[config.mk]
export PLATFORM = sky130hd
export DESIGN_NAME = regfile_wb_queue_flat
export DESIGN_NICKNAME = d
export VERILOG_FILES = /design/src/rtl/regfile_wb_queue_if.sv /design/src/rtl/regfile_wb_queue.sv /design/src/flat_wrapper.sv
export SDC_FILE = /design/constraint.sdc
export NUM_CORES = 1
export LEC_CHECK = 0
export BUFFER_PORTS_ARGS = -buffer_cell sky130_fd_sc_hd__buf_4
export CAP_MARGIN = 40
export CORE_UTILIZATION = 64
export CTS_BUF_LIST = sky130_fd_sc_hd__clkbuf_4 sky130_fd_sc_hd__clkbuf_8
export CTS_CLUSTER_SIZE = 24
export DETAILED_ROUTE_END_ITERATION = 10
export PLACE_DENSITY = 0.87
export SETUP_SLACK_MARGIN = 0.5
export SLEW_MARGIN = 5
export SYNTH_ARGS = -nofsm -noshare
export SYNTH_HDL_FRONTEND = slang
export SYNTH_SLANG_ARGS = --single-unit
[constraint.sdc]
create_clock -name clk -period 11.4 [get_ports clk]
set_clock_uncertainty 0.1 [all_clocks]
set_input_delay 2.85 -clock clk [delete_from_list [all_inputs] [get_ports clk]]
set_output_delay 2.85 -clock clk [all_outputs]
set_load 0.02 [all_outputs]
[src/rtl/regfile_wb_queue_if.sv]
// Bundle of the write-back queue's push, drain, hazard-query and status signals.
// Valid/ready handshakes: a push transfers on a posedge where valid and ready are both high,
// and ready is never a function of its own valid.
interface regfile_wb_queue_if #(
  parameter int ASIZE = 4,
  parameter int DSIZE = 16
);
  logic             flush;
  logic             mem_valid;
  logic             mem_ready;
  logic [ASIZE-1:0] mem_waddr;
  logic [DSIZE-1:0] mem_wdata;
  logic             alu_valid;
  logic             alu_ready;
  logic [ASIZE-1:0] alu_waddr;
  logic [DSIZE-1:0] alu_wdata;
  logic             wb_stall;
  logic             wen;
  logic [ASIZE-1:0] waddr;
  logic [DSIZE-1:0] wdata;
  logic [ASIZE-1:0] q_addr1;
  logic [ASIZE-1:0] q_addr2;
  logic             q_pend1;
  logic             q_pend2;
  logic             empty;
  logic             full;

  modport master (
    output flush, mem_valid, mem_waddr, mem_wdata, alu_valid, alu_waddr, alu_wdata,
           wb_stall, q_addr1, q_addr2,
    input  mem_ready, alu_ready, wen, waddr, wdata, q_pend1, q_pend2, empty, full
  );

  modport slave (
    input  flush, mem_valid, mem_waddr, mem_wdata, alu_valid, alu_waddr, alu_wdata,
           wb_stall, q_addr1, q_addr2,
    output mem_ready, alu_ready, wen, waddr, wdata, q_pend1, q_pend2, empty, full
  );
endinterface

[src/rtl/regfile_wb_queue.sv]
// In-order write-back FIFO feeding the register file write port, accepting up to two
// results per cycle (mem first, then ALU) and reporting per-address pending writes.
module regfile_wb_queue #(
  parameter int ASIZE = 4,
  parameter int DSIZE = 16,
  parameter int DEPTH = 4
) (
  input logic               clk,
  input logic               rst,
  regfile_wb_queue_if.slave bus
);
  localparam int PW = $clog2(DEPTH);
  localparam int CW = $clog2(DEPTH + 1);
  localparam logic [CW-1:0] DEPTH_C = CW'(DEPTH);

  logic [ASIZE-1:0] addr_mem [DEPTH];
  logic [DSIZE-1:0] data_mem [DEPTH];
  logic [PW-1:0]    rd_ptr;
  logic [PW-1:0]    wr_ptr;
  logic [CW-1:0]    count;

  logic [CW-1:0] space;
  logic          empty;
  logic          wen;
  logic          mem_ready;
  logic          alu_ready;
  logic          mem_fire;
  logic          alu_fire;
  logic          pend1;
  logic          pend2;
  logic [PW-1:0] offset;
  logic          live;

  // Space comes from registered count only, so a same-cycle drain never raises ready.
  assign space     = DEPTH_C - count;
  assign empty     = (count == '0);
  assign mem_ready = (space != '0);
  assign alu_ready = bus.mem_valid ? (space >= CW'(2)) : (space != '0);
  assign mem_fire  = bus.mem_valid & mem_ready;
  assign alu_fire  = bus.alu_valid & alu_ready;
  assign wen       = !empty & !bus.wb_stall;

  assign bus.mem_ready = mem_ready;
  assign bus.alu_ready = alu_ready;
  assign bus.wen       = wen;
  assign bus.waddr     = empty ? '0 : addr_mem[rd_ptr];
  assign bus.wdata     = empty ? '0 : data_mem[rd_ptr];
  assign bus.empty     = empty;
  assign bus.full      = (count == DEPTH_C);
  assign bus.q_pend1   = pend1;
  assign bus.q_pend2   = pend2;

  always_ff @(posedge clk or posedge rst) begin
    if (rst) begin
      rd_ptr <= '0;
      wr_ptr <= '0;
      count  <= '0;
    end else if (bus.flush) begin
      rd_ptr <= '0;
      wr_ptr <= '0;
      count  <= '0;
    end else begin
      rd_ptr <= rd_ptr + PW'(wen);
      wr_ptr <= wr_ptr + PW'(mem_fire) + PW'(alu_fire);
      count  <= count + CW'(mem_fire) + CW'(alu_fire) - CW'(wen);
    end
  end

  // Storage needs no reset: an entry is only observed once count covers it.
  always_ff @(posedge clk) begin
    if (!bus.flush) begin
      if (mem_fire) begin
        addr_mem[wr_ptr] <= bus.mem_waddr;
        data_mem[wr_ptr] <= bus.mem_wdata;
      end
      if (alu_fire) begin
        addr_mem[wr_ptr + PW'(mem_fire)] <= bus.alu_waddr;
        data_mem[wr_ptr + PW'(mem_fire)] <= bus.alu_wdata;
      end
    end
  end

  // The head being written this cycle is excluded: the register file forwards it.
  always_comb begin
    pend1  = 1'b0;
    pend2  = 1'b0;
    offset = '0;
    live   = 1'b0;
    for (int i = 0; i < DEPTH; i++) begin
      offset = PW'(i) - rd_ptr;
      live   = (CW'(offset) < count) && !(wen && (offset == '0));
      if (live && (addr_mem[i] == bus.q_addr1)) pend1 = 1'b1;
      if (live && (addr_mem[i] == bus.q_addr2)) pend2 = 1'b1;
    end
  end
endmodule

[src/flat_wrapper.sv]
// flat-port wrapper written by rule: the top's interface ports become plain ports
module regfile_wb_queue_flat 
#(
  parameter int ASIZE = 4,
  parameter int DSIZE = 16,
  parameter int DEPTH = 4
)
  (clk, rst, bus_flush, bus_mem_valid, bus_mem_waddr, bus_mem_wdata, bus_alu_valid, bus_alu_waddr, bus_alu_wdata, bus_wb_stall, bus_q_addr1, bus_q_addr2, bus_mem_ready, bus_alu_ready, bus_wen, bus_waddr, bus_wdata, bus_q_pend1, bus_q_pend2, bus_empty, bus_full);
  regfile_wb_queue_if #(.ASIZE(ASIZE), .DSIZE(DSIZE)) bus_i ();
  input logic clk;
  input logic rst;
  input wire logic [$bits(bus_i.flush)-1:0] bus_flush;
  input wire logic [$bits(bus_i.mem_valid)-1:0] bus_mem_valid;
  input wire logic [$bits(bus_i.mem_waddr)-1:0] bus_mem_waddr;
  input wire logic [$bits(bus_i.mem_wdata)-1:0] bus_mem_wdata;
  input wire logic [$bits(bus_i.alu_valid)-1:0] bus_alu_valid;
  input wire logic [$bits(bus_i.alu_waddr)-1:0] bus_alu_waddr;
  input wire logic [$bits(bus_i.alu_wdata)-1:0] bus_alu_wdata;
  input wire logic [$bits(bus_i.wb_stall)-1:0] bus_wb_stall;
  input wire logic [$bits(bus_i.q_addr1)-1:0] bus_q_addr1;
  input wire logic [$bits(bus_i.q_addr2)-1:0] bus_q_addr2;
  output wire logic [$bits(bus_i.mem_ready)-1:0] bus_mem_ready;
  output wire logic [$bits(bus_i.alu_ready)-1:0] bus_alu_ready;
  output wire logic [$bits(bus_i.wen)-1:0] bus_wen;
  output wire logic [$bits(bus_i.waddr)-1:0] bus_waddr;
  output wire logic [$bits(bus_i.wdata)-1:0] bus_wdata;
  output wire logic [$bits(bus_i.q_pend1)-1:0] bus_q_pend1;
  output wire logic [$bits(bus_i.q_pend2)-1:0] bus_q_pend2;
  output wire logic [$bits(bus_i.empty)-1:0] bus_empty;
  output wire logic [$bits(bus_i.full)-1:0] bus_full;
  assign bus_i.flush = bus_flush;
  assign bus_i.mem_valid = bus_mem_valid;
  assign bus_i.mem_waddr = bus_mem_waddr;
  assign bus_i.mem_wdata = bus_mem_wdata;
  assign bus_i.alu_valid = bus_alu_valid;
  assign bus_i.alu_waddr = bus_alu_waddr;
  assign bus_i.alu_wdata = bus_alu_wdata;
  assign bus_i.wb_stall = bus_wb_stall;
  assign bus_i.q_addr1 = bus_q_addr1;
  assign bus_i.q_addr2 = bus_q_addr2;
  assign bus_mem_ready = bus_i.mem_ready;
  assign bus_alu_ready = bus_i.alu_ready;
  assign bus_wen = bus_i.wen;
  assign bus_waddr = bus_i.waddr;
  assign bus_wdata = bus_i.wdata;
  assign bus_q_pend1 = bus_i.q_pend1;
  assign bus_q_pend2 = bus_i.q_pend2;
  assign bus_empty = bus_i.empty;
  assign bus_full = bus_i.full;
  regfile_wb_queue #(.ASIZE(ASIZE), .DSIZE(DSIZE), .DEPTH(DEPTH)) u_core (.clk(clk), .rst(rst), .bus(bus_i));
endmodule
==> metrics.md, run 1 <==
| Metric | Value |
|---|---|
| RSZ-0062 raised after global routing | `no` |
| FMAX | `140 MHz` |
| WP data arrival | `4.19 ns` |
| R2r startpoint | `u_core.count[1]$_DFF_PP0_` |
| Yosys reg bits | `87` |
| Crit. End Element | `primary output` |
| Post-CTS Setup Bufs | `0` |
| Setup TNS | `0 ns` |
| WHS Path Cells | `2` |
| Commonest cells in the netlist | `edfxtp_1, mux2_2, xor2_1` |
| Worst Hold Class | `reg2reg` |
| Run status | `finished, final reports clean` |
| Tmin final | `7.14 ns` |
| PortBufs | `80` |
| Synthesized area | `5240 um^2` |
| Cell accounting for the most synthesized area | `edfxtp_1` |
| Final #Nets | `497` |
| Via count | `3152` |
| Cts repair resizes | `0` |
| Avg WL per Cell | `20.3 um` |
| Dpl ws | `4.28 ns` |
| Ys flop type | `edfxtp_1` |
| Reg2reg setup slack | `7.38 ns` |
| Hold Crit Start | `u_core.count[1]$_DFF_PP0_` |
| Yosys top cell area share | `45.8%` |
| Core area | `7810 um^2` |
| Setup crit start | `bus_wb_stall` |
| R2r worst-path depth | `11` |
| RD Place Congestion | `0.875` |
| P per Cell Area | `216 nW/um^2` |
| TritonRoute pass-1 iters | `4` |
| Average size of a mapped cell | `15.5 um^2` |
| Layout cells sized above 1 | `49.9%` |
| Max Slew Vio Count | `0` |
| Share of synthesized registers carrying an async set or reset | `8.05%` |
| Initial antenna violation count | `0` |
| Synth cell types | `43` |
| First-pass GRT wire length | `17000 um` |
| Hold EP | `u_core.count[1]$_DFF_PP0_` |
| Root buf cell | `clkbuf_8` |
| Most numerous cell in the Yosys netlist | `edfxtp_1` |
| GRT overflow | `0` |
| CP max FO | `6` |
| Die Y | `92.5 um` |
| MaxCap Viol Count | `0` |
| Nature of the critical path startpoint | `primary input` |
| Post-Syn Nets | `412` |
| TritonCTS clock tree | `built` |
| Initial core utilization | `67.1%` |
| All-layer global routing usage | `26.7%` |
| Worst-path clk slew | `0.08 ns` |
| ANT nets after route | `0` |
| Post-synthesis cell count | `339` |
| LEAKAGE | `2.41 nW` |
| Worst-Skew Late Latency | `0.35 ns` |
| Vias in the first global route | `3347` |
| Sequential share of the synthesized area | `49.2%` |
| Ant. Diodes | `0` |
| Total CTS buffers | `9` |
| Die width | `92.5 um` |
| Top cells by area, synth | `edfxtp_1, mux2_2, mux4_2` |
| Capture instance of the worst register-to-register path | `u_core.addr_mem[0][2]$_DFFE_PP_` |
| Final setup fails | `0` |
| Hold Worst Slack | `0.623 ns` |
| Rel. slew slack | `53.3%` |
| H-tree depth | `3` |
| DRC | `0` |
| Final WS setup | `4.26 ns` |
| Number of flops mapped to enable cells by yosys | `80` |
| Worst EP required | `8.45 ns` |
| Layout area overhead | `17.4%` |
| Worst-margin pin slew | `0.697 ns` |
| DRT Wirelength | `10800 um` |
| Clock Sinks | `87` |
| VDD IR-drop max | `0.133 mV` |
| Yosys Warn Count | `0` |
| Post-DR vias/cell | `5.94` |
| Die ar. | `8560 um^2` |
| Pin count of the biggest net entering global routing | `26` |
| Cts hold-fix bufs | `0` |
| IO Pins | `81` |
| Crit share post-route | `62.6%` |
| Post-DP HPWL | `7370 um` |
| CTS max path bufs | `2` |
| Final Hold Viols | `0` |
| Row cnt | `32` |
| First-iteration detailed-routing DRC count | `227` |
| Kind of critical path | `in2out` |
==> cell type report <==
cell class                      instances  area [um^2]
Multi-Input combinational cell        224         2530
Clock inverter                          7         71.3
Sequential cell                        87         2580
Timing Repair Buffer                   89          676
Tap cell                              102          128
Clock buffer                            9          124
Inverter                               13         48.8
Fill cell                             469         1660
==> routing by layer <==
metal  vias up  global-route usage (%)  routed length (um)
met5         -                       0                   0
met4         0                    8.07                  87
met3         8                    4.11                 713
met2       120                    47.6                5700
met1      1561                    33.7                4290
li1       1463                       -                   -
==> flip-flops by register name (all words and copies together), names as in the netlist <==
register         cells
u_core.wr_ptr        2
u_core.count         3
u_core.data_mem     64
u_core.rd_ptr        2
u_core.addr_mem     16
==> report_power, final <==
group	internal [mW]	total, mW	leakage (nW)	switching, mW
clock network	0.101	0.210	0.0933	0.109
registers	0.438	0.472	0.823	0.0341
logic	0.304	0.647	1.50	0.343
total	0.843	1.33	2.41	0.486
==> stage by stage <==
stage / std cells / total power, mW / util, % / cell area [um^2]
3_5_place_dp: 515 / 1.13 / 76.3 / 5960
3_3_place_gp: 512 / 1.10 / 75.9 / 5930
5_1_grt: 531 / 1.40 / 78.8 / 6150
4_1_cts: 531 / 1.33 / 78.8 / 6150
6_report: 531 / 1.33 / 78.8 / 6150
2_1_floorplan: 339 / 0.913 / - / 5240
==> logic make-up (layout without fill, tap and decap cells) <==
logic type	after synthesis	after routing	synth area share [%]
muxes	100	100	27.1
DFF	87	87	49.2
and+or+nand+nor	53	53	6.68
adders and majority gates	19	19	4.82
xor gates and xnor gates	37	37	6.54
AOI/OAI and AO/OA	15	15	2.58
buffers and inverters	28	118	3.06
==> worst max-delay path, cell delays in order <==
cell and delay (ns):
buf_4 0.11, nor2_1 0.35, a222oi_1 0.18, a2bb2o_1 0.28, a221o_1 0.26, buf_4 0.16
==> worst max-delay path by stage <==
stage | to | slack, ns | cells past startpoint
2_1_floorplan | bus_q_pend1 | 4.35 | 4
3_5_place_dp | bus_q_pend1 | 4.28 | 6
6_report | bus_q_pend1 | 4.26 | 6
3_3_place_gp | bus_q_pend1 | 4.30 | 6
5_1_grt | bus_q_pend1 | 4.20 | 6
4_1_cts | bus_q_pend1 | 4.27 | 6
==> layout by cell type (no fill, tap or decap), drive strengths merged, types with 4 or more instances in the layout <==
master  instances
nor2b          24
dfrtp           7
nor4            6
ha             17
nor2            8
edfxtp         80
xor2           26
inv            14
mux4           20
nand2           4
xnor2          11
buf            89
mux2           80
clkbuf          9
No activity file was read; power rests on OpenSTA's default activity.
==> run 2: changes to the inputs <==
Settings changed: CORE_UTILIZATION 64 to 54, PLACE_DENSITY 0.87 to 0.78.
Clock period 11.4 ns to 5.72 ns, I/O delays scaled along.
==> run 2 against run 1 <==
Sequential cell count unchanged. Wire length decreased by 0.73%. Critical path type is now reg2out. Sequential power increased by 99%. Die area increased by 18%. Highest routed layer unchanged. Global-route usage decreased by 4.2 points. Critical path depth increased by 2. Design area increased by 0.22%. Hold slack got worse by 0.021 ns.
==> metrics.md, run 2 (synthesized netlist as in run 1, its figures left out) <==
| Metric | Value |
|---|---|
| IO Pins | `81 (unchanged)` |
| Worst Hold Class | `reg2reg` |
| CTS max path bufs | `2 (unchanged)` |
| P per Cell Area | `425 nW/um^2 (+97%)` |
| R2r startpoint | `u_core.count[1]$_DFF_PP0_` |
| Pin count of the biggest net entering global routing | `26 (unchanged)` |
| Nature of the critical path startpoint | `flip-flop` |
| Post-DP HPWL | `7420 um (+0.59%)` |
| RD Place Congestion | `0.833 (-4.8%)` |
| Max Slew Vio Count | `0 (unchanged)` |
| Worst-Skew Late Latency | `0.35 ns (about the same)` |
| RSZ-0062 raised after global routing | `no` |
| Total CTS buffers | `9 (unchanged)` |
| DRT Wirelength | `10700 um (-0.73%)` |
| First-pass GRT wire length | `16900 um (-0.69%)` |
| Cts hold-fix bufs | `0 (unchanged)` |
| Clock Sinks | `87 (unchanged)` |
| Via count | `3076 (-2.4%)` |
| Worst-margin pin slew | `0.713 ns (+0.0159 ns)` |
| Final #Nets | `497 (unchanged)` |
| Reg2reg setup slack | `1.91 ns (-5.47 ns)` |
| CP max FO | `10 (+4)` |
| ANT nets after route | `0 (unchanged)` |
| Tmin final | `4.39 ns` |
| VDD IR-drop max | `0.217 mV (+63%)` |
| Initial core utilization | `56.2% (-11 points)` |
| Cts repair resizes | `0 (unchanged)` |
| Initial antenna violation count | `0 (unchanged)` |
| Worst-path clk slew | `0.09 ns (about the same)` |
| Die Y | `101 um (+8.7%)` |
| PortBufs | `80 (unchanged)` |
| LEAKAGE | `2.40 nW (-0.41%)` |
| Vias in the first global route | `3262 (-2.5%)` |
| All-layer global routing usage | `22.6% (-4.2 points)` |
| Crit. End Element | `primary output` |
| FMAX | `228 MHz` |
| Hold Worst Slack | `0.602 ns (-0.0209 ns)` |
| Most common cell after layout, fill and taps aside | `buf_4` |
| R2r worst-path depth | `10 (-1)` |
| Most frequent cells in the layout | `buf_4, edfxtp_1, mux2_2, xor2_1, nor2b_1` |
| Die width | `101 um (+8.7%)` |
| WHS Path Cells | `2 (unchanged)` |
| GRT overflow | `0 (unchanged)` |
| DRC | `0 (unchanged)` |
| WP data arrival | `2.86 ns (-1.33 ns)` |
| Worst EP required | `4.19 ns (-4.26 ns)` |
| Post-CTS Setup Bufs | `0 (unchanged)` |
| First-iteration detailed-routing DRC count | `160 (-30%)` |
| Design area | `6160 um^2 (+0.22%)` |
| Final setup fails | `0 (unchanged)` |
| Max reg flops | `64 (unchanged)` |
| Row cnt | `35 (+9.4%)` |
| Avg WL per Cell | `19.2 um (-5.5%)` |
| TritonCTS clock tree | `built` |
| Rel. slew slack | `52.0% (-1.3 points)` |
| Largest regs | `u_core.data_mem (64), u_core.addr_mem (16), u_core.count (3)` |
| Placed inst area | `5990 um^2 (+0.53%)` |
| Core area | `9330 um^2 (+19%)` |
| Hold Crit Start | `u_core.count[1]$_DFF_PP0_` |
| Layout area overhead | `17.6%` |
| Total Power | `2.62 mW (+97%)` |
| Layout cells sized above 1 | `49.9% (unchanged)` |
| Die ar. | `10100 um^2 (+18%)` |
| Hold EP | `u_core.count[1]$_DFF_PP0_` |
| Post-DR vias/cell | `5.51 (-7.1%)` |
| H-tree depth | `3 (unchanged)` |
| Run status | `finished, final reports clean` |
| Setup TNS | `0 ns (unchanged)` |
| Largest register by flop count | `u_core.data_mem` |
| Capture instance of the worst register-to-register path | `u_core.addr_mem[3][2]$_DFFE_PP_` |
| Crit share post-route | `76.8%` |
| TritonRoute pass-1 iters | `4 (unchanged)` |
| Final Hold Viols | `0 (unchanged)` |
| Kind of critical path | `reg2out` |
| MaxCap Viol Count | `0 (unchanged)` |
| Ant. Diodes | `0 (unchanged)` |
| Root buf cell | `clkbuf_8` |
run 2: through the flow:
step / setup slack, ns / instances / util [%]
global route: 1.15 / 558 / 66.1
detailed placement: 1.41 / 542 / 64.2
finish: 1.33 / 558 / 66.1
CTS: 1.32 / 558 / 66.1
global placement: 1.37 / 540 / 64.0
floorplan: 1.31 / 339 / -
run 2: worst max-delay path by stage:
stage	from	endpoint	slack, ns	depth (start not counted)
finish	u_core.count[1]$_DFF_PP0_	bus_q_pend1	1.33	8
global route	u_core.count[1]$_DFF_PP0_	bus_q_pend1	1.15	8
CTS	u_core.count[1]$_DFF_PP0_	bus_q_pend1	1.32	8
detailed placement	bus_wb_stall	bus_q_pend1	1.41	6
global placement	u_core.count[1]$_DFF_PP0_	bus_q_pend2	1.37	8
floorplan	bus_flush	u_core.addr_mem[0][0]$_DFFE_PP_	1.31	2
run 2: layout make-up:
type | count | area, um^2
clock buffer | 9 | 124
clock inverter | 7 | 53.8
fill | 711 | 3160
inverter | 13 | 48.8
multi-input combinational | 224 | 2530
sequential | 87 | 2580
tap | 129 | 161
timing repair buffer | 89 | 673
run 2: worst max-delay path, stage by stage, from the launching register on:
cell	delay, ns
dfrtp_1	0.44
inv_1	0.16
ha_1	0.23
ha_1	0.33
nor2_1	0.45
a222oi_1	0.19
a2bb2o_1	0.29
a221o_1	0.26
buf_4	0.16
run 2: power breakdown:
part	internal (mW)	switching (mW)	total (mW)
registers	0.873	0.0676	0.940
clock network	0.162	0.232	0.393
logic	0.604	0.683	1.29
total	1.64	0.982	2.62
run 2: routing by layer:
| metal | global-route usage (%) | wire length (um) | up-vias |
|---|---|---|---|
| li1 | - | - | 1470 |
| met1 | 28.9 | 4650 | 1520 |
| met2 | 39.7 | 5540 | 76 |
| met3 | 3.47 | 397 | 10 |
| met4 | 6.69 | 127 | 0 |
| met5 | 0 | 0 | - |
